**src/rtl/hour_counter.sv**
```systemverilog
// ----------------------------------------------------------------------------
// hour_counter
//   Hour stage of the clock datapath. It counts the hour of day (0-23) on
//   rising edges of the minute counter's carry. The hour can also be set by
//   hand with the inc/dec buttons. The value is shown as two BCD digits in
//   24 h or 12 h format, together with an AM/PM flag. A one-cycle hour_done
//   carry is sent to the day stage on a counted midnight rollover.
//
// Ports
//   clk_1s      in   system clock, all state changes on its rising edge
//   rstn        in   asynchronous active-low reset
//   enable      in   minute carry; its rising edge advances the hour
//   set_enable  in   global setting mode, freezes counting
//   set_mode    in   hour field selected for setting
//   inc / dec   in   setting buttons (levels), act on rising edges
//   mode_12h    in   display format, 0 = 24 h, 1 = 12 h
//   hour_tens   out  BCD tens digit of the displayed hour
//   hour_units  out  BCD units digit of the displayed hour
//   pm          out  1 when the internal hour is 12-23
//   hour_done   out  registered one-cycle pulse on counted 23 -> 0
// ----------------------------------------------------------------------------
module hour_counter #(
    parameter int RESET_HOUR = 0
) (
    input  logic       clk_1s,
    input  logic       rstn,
    input  logic       enable,
    input  logic       set_enable,
    input  logic       set_mode,
    input  logic       inc,
    input  logic       dec,
    input  logic       mode_12h,
    output logic [3:0] hour_tens,
    output logic [3:0] hour_units,
    output logic       pm,
    output logic       hour_done
);

    localparam logic [4:0] RST_HOUR = 5'(RESET_HOUR);

    logic [4:0] r_hour;
    logic       r_enable_q;
    logic       r_inc_q;
    logic       r_dec_q;
    logic       r_hour_done;

    logic       w_enable_rise;
    logic       w_inc_rise;
    logic       w_dec_rise;
    logic [4:0] w_hour_next;
    logic       w_done_next;
    logic [4:0] w_disp_hour;
    logic [7:0] w_bcd;

    // Map 0-23 onto the 12 h dial: 0 -> 12, 13 -> 1, and so on.
    function automatic logic [4:0] to_12h(input logic [4:0] h);
        logic [4:0] m;
        m = (h >= 5'd12) ? h - 5'd12 : h;
        return (m == 5'd0) ? 5'd12 : m;
    endfunction

    // Binary 0-23 to two BCD digits, using compare/subtract only.
    function automatic logic [7:0] to_bcd(input logic [4:0] v);
        logic [3:0] tens;
        logic [3:0] units;
        if (v >= 5'd20) begin
            tens  = 4'd2;
            units = 4'(v - 5'd20);
        end else if (v >= 5'd10) begin
            tens  = 4'd1;
            units = 4'(v - 5'd10);
        end else begin
            tens  = 4'd0;
            units = 4'(v);
        end
        return {tens, units};
    endfunction

    assign w_enable_rise = enable & ~r_enable_q;
    assign w_inc_rise    = inc    & ~r_inc_q;
    assign w_dec_rise    = dec    & ~r_dec_q;

    always_comb begin
        w_hour_next = r_hour;
        w_done_next = 1'b0;
        if (!set_enable) begin
            if (w_enable_rise) begin
                if (r_hour == 5'd23) begin
                    w_hour_next = 5'd0;
                    w_done_next = 1'b1;
                end else begin
                    w_hour_next = r_hour + 5'd1;
                end
            end
        end else if (set_mode) begin
            // Setting never raises hour_done. Pressing both buttons at once
            // leaves the hour unchanged.
            if (w_inc_rise && !w_dec_rise) begin
                w_hour_next = (r_hour == 5'd23) ? 5'd0 : r_hour + 5'd1;
            end else if (w_dec_rise && !w_inc_rise) begin
                w_hour_next = (r_hour == 5'd0) ? 5'd23 : r_hour - 5'd1;
            end
        end
    end

    // Edge registers reset to 1 so that an input held high across reset
    // release is not seen as a fresh edge.
    always_ff @(posedge clk_1s or negedge rstn) begin
        if (!rstn) begin
            r_hour      <= RST_HOUR;
            r_hour_done <= 1'b0;
            r_enable_q  <= 1'b1;
            r_inc_q     <= 1'b1;
            r_dec_q     <= 1'b1;
        end else begin
            r_hour      <= w_hour_next;
            r_hour_done <= w_done_next;
            r_enable_q  <= enable;
            r_inc_q     <= inc;
            r_dec_q     <= dec;
        end
    end

    assign w_disp_hour = mode_12h ? to_12h(r_hour) : r_hour;
    assign w_bcd       = to_bcd(w_disp_hour);
    assign hour_tens   = w_bcd[7:4];
    assign hour_units  = w_bcd[3:0];
    assign pm          = (r_hour >= 5'd12);
    assign hour_done   = r_hour_done;

endmodule
```
**config.mk**
```make
export PLATFORM = sky130hd
export DESIGN_NAME = hour_counter
export DESIGN_NICKNAME = d
export VERILOG_FILES = /design/src/rtl/hour_counter.sv
export SDC_FILE = /design/constraint.sdc
export NUM_CORES = 1
export LEC_CHECK = 0
export BUFFER_PORTS_ARGS = -buffer_cell sky130_fd_sc_hd__buf_2
export CELL_PAD_IN_SITES_DETAIL_PLACEMENT = 0
export CELL_PAD_IN_SITES_GLOBAL_PLACEMENT = 1
export CORE_MARGIN = 2
export CORE_UTILIZATION = 25
export DETAILED_ROUTE_END_ITERATION = 7
export GPL_ROUTABILITY_DRIVEN = 0
export PLACE_DENSITY_LB_ADDON = 0.1
export SYNTH_ARGS = -nofsm -noshare
export SYNTH_HDL_FRONTEND = slang
export SYNTH_SLANG_ARGS = --single-unit
export TNS_END_PERCENT = 5
```
**constraint.sdc**
```tcl
create_clock -name clk_1s -period 3 [get_ports clk_1s]
set_input_delay 0 -clock clk_1s [delete_from_list [all_inputs] [get_ports clk_1s]]
set_output_delay 0 -clock clk_1s [all_outputs]
set_load 0.01 [all_outputs]
```
==> summary.txt <==
Detailed routing
  • Iteration count of the initial detailed-routing pass: 4
  • Residual DRC: 0
  • Vias: ~920
  • Violation count after the first detailed-routing iteration: 28
  • Remaining antenna violation count: 0
  • WL final: 2.45 mm
  • Via density per instance: 4.69
  • Average routed wire per standard cell: 12.6 um

Final layout
  • Final net count: 161
  • Number of non-filler instances in the completed layout: 195
  • P&R area growth vs syn: 18.2%
  • Number of inserted filler cells in the final layout: 442
  • Number of diodes: 0
  • Layout cells sized above 1: 24.8%

Yosys
  • Synth warnings: 0
  • Avg Inst Size Synth: 8.17 um2
  • Fraction of registers with async set or reset after synthesis: between 90% and 100%
  • Synth top area cells: sky130_fd_sc_hd__dfrtp_1, sky130_fd_sc_hd__ha_1, sky130_fd_sc_hd__dfstp_2, sky130_fd_sc_hd__nor2_1, sky130_fd_sc_hd__a21oi_1
  • Post-synthesis cell type with the largest combined area: sky130_fd_sc_hd__dfrtp_1
  • Netlist area before placement: about 0.001 mm2
  • Register area share after synthesis: 22.2%
  • Cells after synthesis: around 130
  • Post-synth EDFFs: 0
  • Prevailing post-synth register cell: sky130_fd_sc_hd__dfrtp_1
  • Post-synthesis cell type count: 50
  • #FFs+latches synth: 9
  • Area share of the largest cell type after synthesis: 14.6%

Power and ir drop
  • Areal power density over the cells: around 1100 mW/mm2
  • Total net switching power: 0.000653 W
  • Combinational Power Share: a little over two thirds
  • Leak pwr: approximately 0.54 nW
  • Switching power share of the total: about half
  • Sequential fraction of design power: 18.6%
  • Design internal power: 0.000661 W
  • Maximum vdd ir drop: 0.000457 V
  • Clock share of power: 10.9%

Timing
  • Final hold violations: 0
  • Slew at the pin closest to its max-slew limit: 0.789 ns
  • Slew headroom: 47.1%
  • Final count of negative-setup-slack endpoints: 0
  • Portion of the clock cycle consumed by the worst path in the final layout: 93.9%
  • Unrepaired setup endpoints after global routing: no
  • Worst clock skew: around 0.0046 ns
  • Maximum clock frequency: 355 MHz
  • Final TNS setup: 0 ns
  • Final critical-path required period: 2.82 ns
  • Max-slew violation total from the final report: 0

Global routing
  • Number of global-route vias before repair: 866
  • Antenna violations before repair: 0
  • Global-route wire length before repair: 4.06 mm
  • Maximum number of pins on one net before global-route repair: 18
  • Total grt overflow: 0
  • Global routing usage summed across all routing layers: between 10% and 20%

Clocking
  • H-Tree Level Count: 1
  • Cts bufs inserted: 3
  • Root buffer cell: sky130_fd_sc_hd__clkbuf_8
  • Clock tree from TritonCTS: done
  • Clock transition at path regs: 0.05 ns
  • Buffer depth of the longest clock path: 2
  • Clock latency on the worst-skew pair: about 0.23 ns
  • Clock sinks: 9

Job
  • Maximum Capacitance Violations: 0

Die
  • Total number of placement rows: 23
  • Initial cell density of the core: 25.9%
  • # IOs: 18
  • Area of the core region: 0.00397 mm2
  • Die Span X: 68.2 um
  • Die Y: about 68 um
  • Die Outline Area: between 0.004 and 0.005 mm2

Status
  • Status: complete, no violations

Placement
  • Total instance count after detailed placement: 187
  • Hpwl dp: 1.88 mm
  • Buffers on Ports: 15

Setup path
  • Crit Path Class: reg -> out
  • Maximum net fanout on the critical path: 9
  • Crit path required time: 3.00 ns
  • Endpoint type of the worst setup path: output port
  • Arrival time of the worst setup path: 2.82 ns
  • Startpoint kind of the worst setup timing path: flip-flop

Worst hold path
  • Min-delay worst type: in -> reg
==> registers in the layout, indices dropped and copies added (netlist names) <==
name,count
r_hour,5
hour_done,1
r_dec_q,1
r_enable_q,1
r_inc_q,1
==> cells by family after synthesis <==
| kind of cell | Yosys count | synth area share [%] |
|---|---|---|
| other | 1 | 0.364 |
| DFF | 9 | 22.2 |
| adders and majority gates | 7 | 8.51 |
| AOI/OAI and AO/OA | 39 | 28.2 |
| xor gates and xnor gates | 4 | 3.40 |
| buffers and inverters | 16 | 9.60 |
| muxes | 5 | 5.10 |
| and+or+nand+nor | 45 | 22.6 |
==> layout make-up <==
| type | instances | area [um2] | share of cell area [%] |
|---|---|---|---|
| Tap cell | 50 | 62.6 | 5.14 |
| Clock buffer | 4 | 45.0 | 3.70 |
| Multi-Input combinational cell | 102 | 709 | 58.3 |
| Timing Repair Buffer | 23 | 145 | 11.9 |
| Sequential cell | 9 | 229 | 18.8 |
| Inverter | 7 | 26.3 | 2.16 |
==> worst max-delay path, cell delays in order, from the launching register on <==
cell,delay [ns]
sky130_fd_sc_hd__dfrtp_1,0.54
sky130_fd_sc_hd__inv_1,0.14
sky130_fd_sc_hd__ha_1,0.36
sky130_fd_sc_hd__mux2_1,0.33
sky130_fd_sc_hd__o32ai_2,0.28
sky130_fd_sc_hd__a221oi_4,0.07
sky130_fd_sc_hd__inv_1,0.08
sky130_fd_sc_hd__ha_1,0.14
sky130_fd_sc_hd__nand2_1,0.07
sky130_fd_sc_hd__o21ai_1,0.21
sky130_fd_sc_hd__nor4_1,0.07
sky130_fd_sc_hd__nand3b_1,0.16
sky130_fd_sc_hd__buf_2,0.14
==> routing by layer <==
layer,GRT usage (%),routed length [um]
met5,0,0
met2,18.9,1110
met3,2.14,74
met1,15.4,1250
met4,3.00,22
==> repair_timing <==
item                       in CTS  in global routing
gates resized for setup         0                  2
setup endpoints to repair       0                  4
setup buffers                   0                  0
hold endpoints to repair       12                  0
hold buffers                    4                  0
==> cell usage in the layout (no fill, tap or decap), drive strengths merged, types with 4 or more instances in the layout <==
cell	synthesis	final
clkbuf	1	4
buf	8	19
nand3	4	4
dlygate4sd3	0	4
nor2b	4	4
dfrtp	6	6
inv	7	7
nor3	4	4
a21oi	9	9
ha	7	7
nor2	12	12
nand2	7	7
o21ai	9	9
==> through the flow <==
| stage | cell area, um2 | total power [W] | utilization [%] | hold slack [ns] | worst slack, ns |
|---|---|---|---|---|---|
| finish | 1220 | 0.00131 | 30.7 | 0.110 | 0.182 |
| global route | 1220 | 0.00144 | 30.7 | 0.106 | 0.00135 |
| CTS | 1210 | 0.00132 | 30.6 | 0.104 | 0.0815 |
| detailed placement | 1130 | 0.00116 | 28.4 | -0.126 | 0.334 |
| global placement | 1130 | 0.00118 | 28.4 | -0.130 | 0.388 |
| floorplan | 1030 | 0.000955 | - | -0.296 | 0.618 |
==> power groups by stage <==
stage | clock [W] | combinational (W) | sequential (W)
after floorplan | 0 | 0.000756 | 0.000199
after global placement | 0 | 0.000931 | 0.000251
after detailed placement | 0 | 0.000915 | 0.000247
after CTS | 0.000149 | 0.000929 | 0.000243
after global routing | 0.000160 | 0.00103 | 0.000254
final | 0.000143 | 0.000926 | 0.000244
==> cell usage after synthesis, types with 2 or more instances <==
cell type and count:
sky130_fd_sc_hd__nor2_1 12, sky130_fd_sc_hd__a21oi_1 8, sky130_fd_sc_hd__ha_1 7, sky130_fd_sc_hd__inv_1 7, sky130_fd_sc_hd__nand2_1 7, sky130_fd_sc_hd__o21ai_0 7, sky130_fd_sc_hd__dfrtp_1 6, sky130_fd_sc_hd__buf_4 4
sky130_fd_sc_hd__nand3_1 4, sky130_fd_sc_hd__nor2b_1 4, sky130_fd_sc_hd__nor3_1 4, sky130_fd_sc_hd__a31oi_1 3, sky130_fd_sc_hd__buf_6 3, sky130_fd_sc_hd__dfstp_2 3, sky130_fd_sc_hd__mux2i_1 3, sky130_fd_sc_hd__xnor2_1 3
sky130_fd_sc_hd__a21o_1 2, sky130_fd_sc_hd__and3_1 2, sky130_fd_sc_hd__nand2b_1 2, sky130_fd_sc_hd__nand3b_1 2, sky130_fd_sc_hd__nand4_1 2, sky130_fd_sc_hd__o22ai_1 2, sky130_fd_sc_hd__o31ai_1 2
==> path summary, 6_finish.rpt <==
kind,startpoint,endpoint,slack [ns],cells after the start
worst max register to register,r_dec_q,r_hour[0],1.24,5
worst min-delay path,set_enable,hour_done,0.11,3
min in group asynchronous,rstn,r_hour[2],0.15,2
worst min register to register,r_hour[1],r_hour[1],0.69,2
worst max-delay path,r_hour[3],hour_units[3],0.18,12
max in group asynchronous,rstn,r_dec_q,2.59,2
Note: power is estimated with default switching activity, not from simulation.
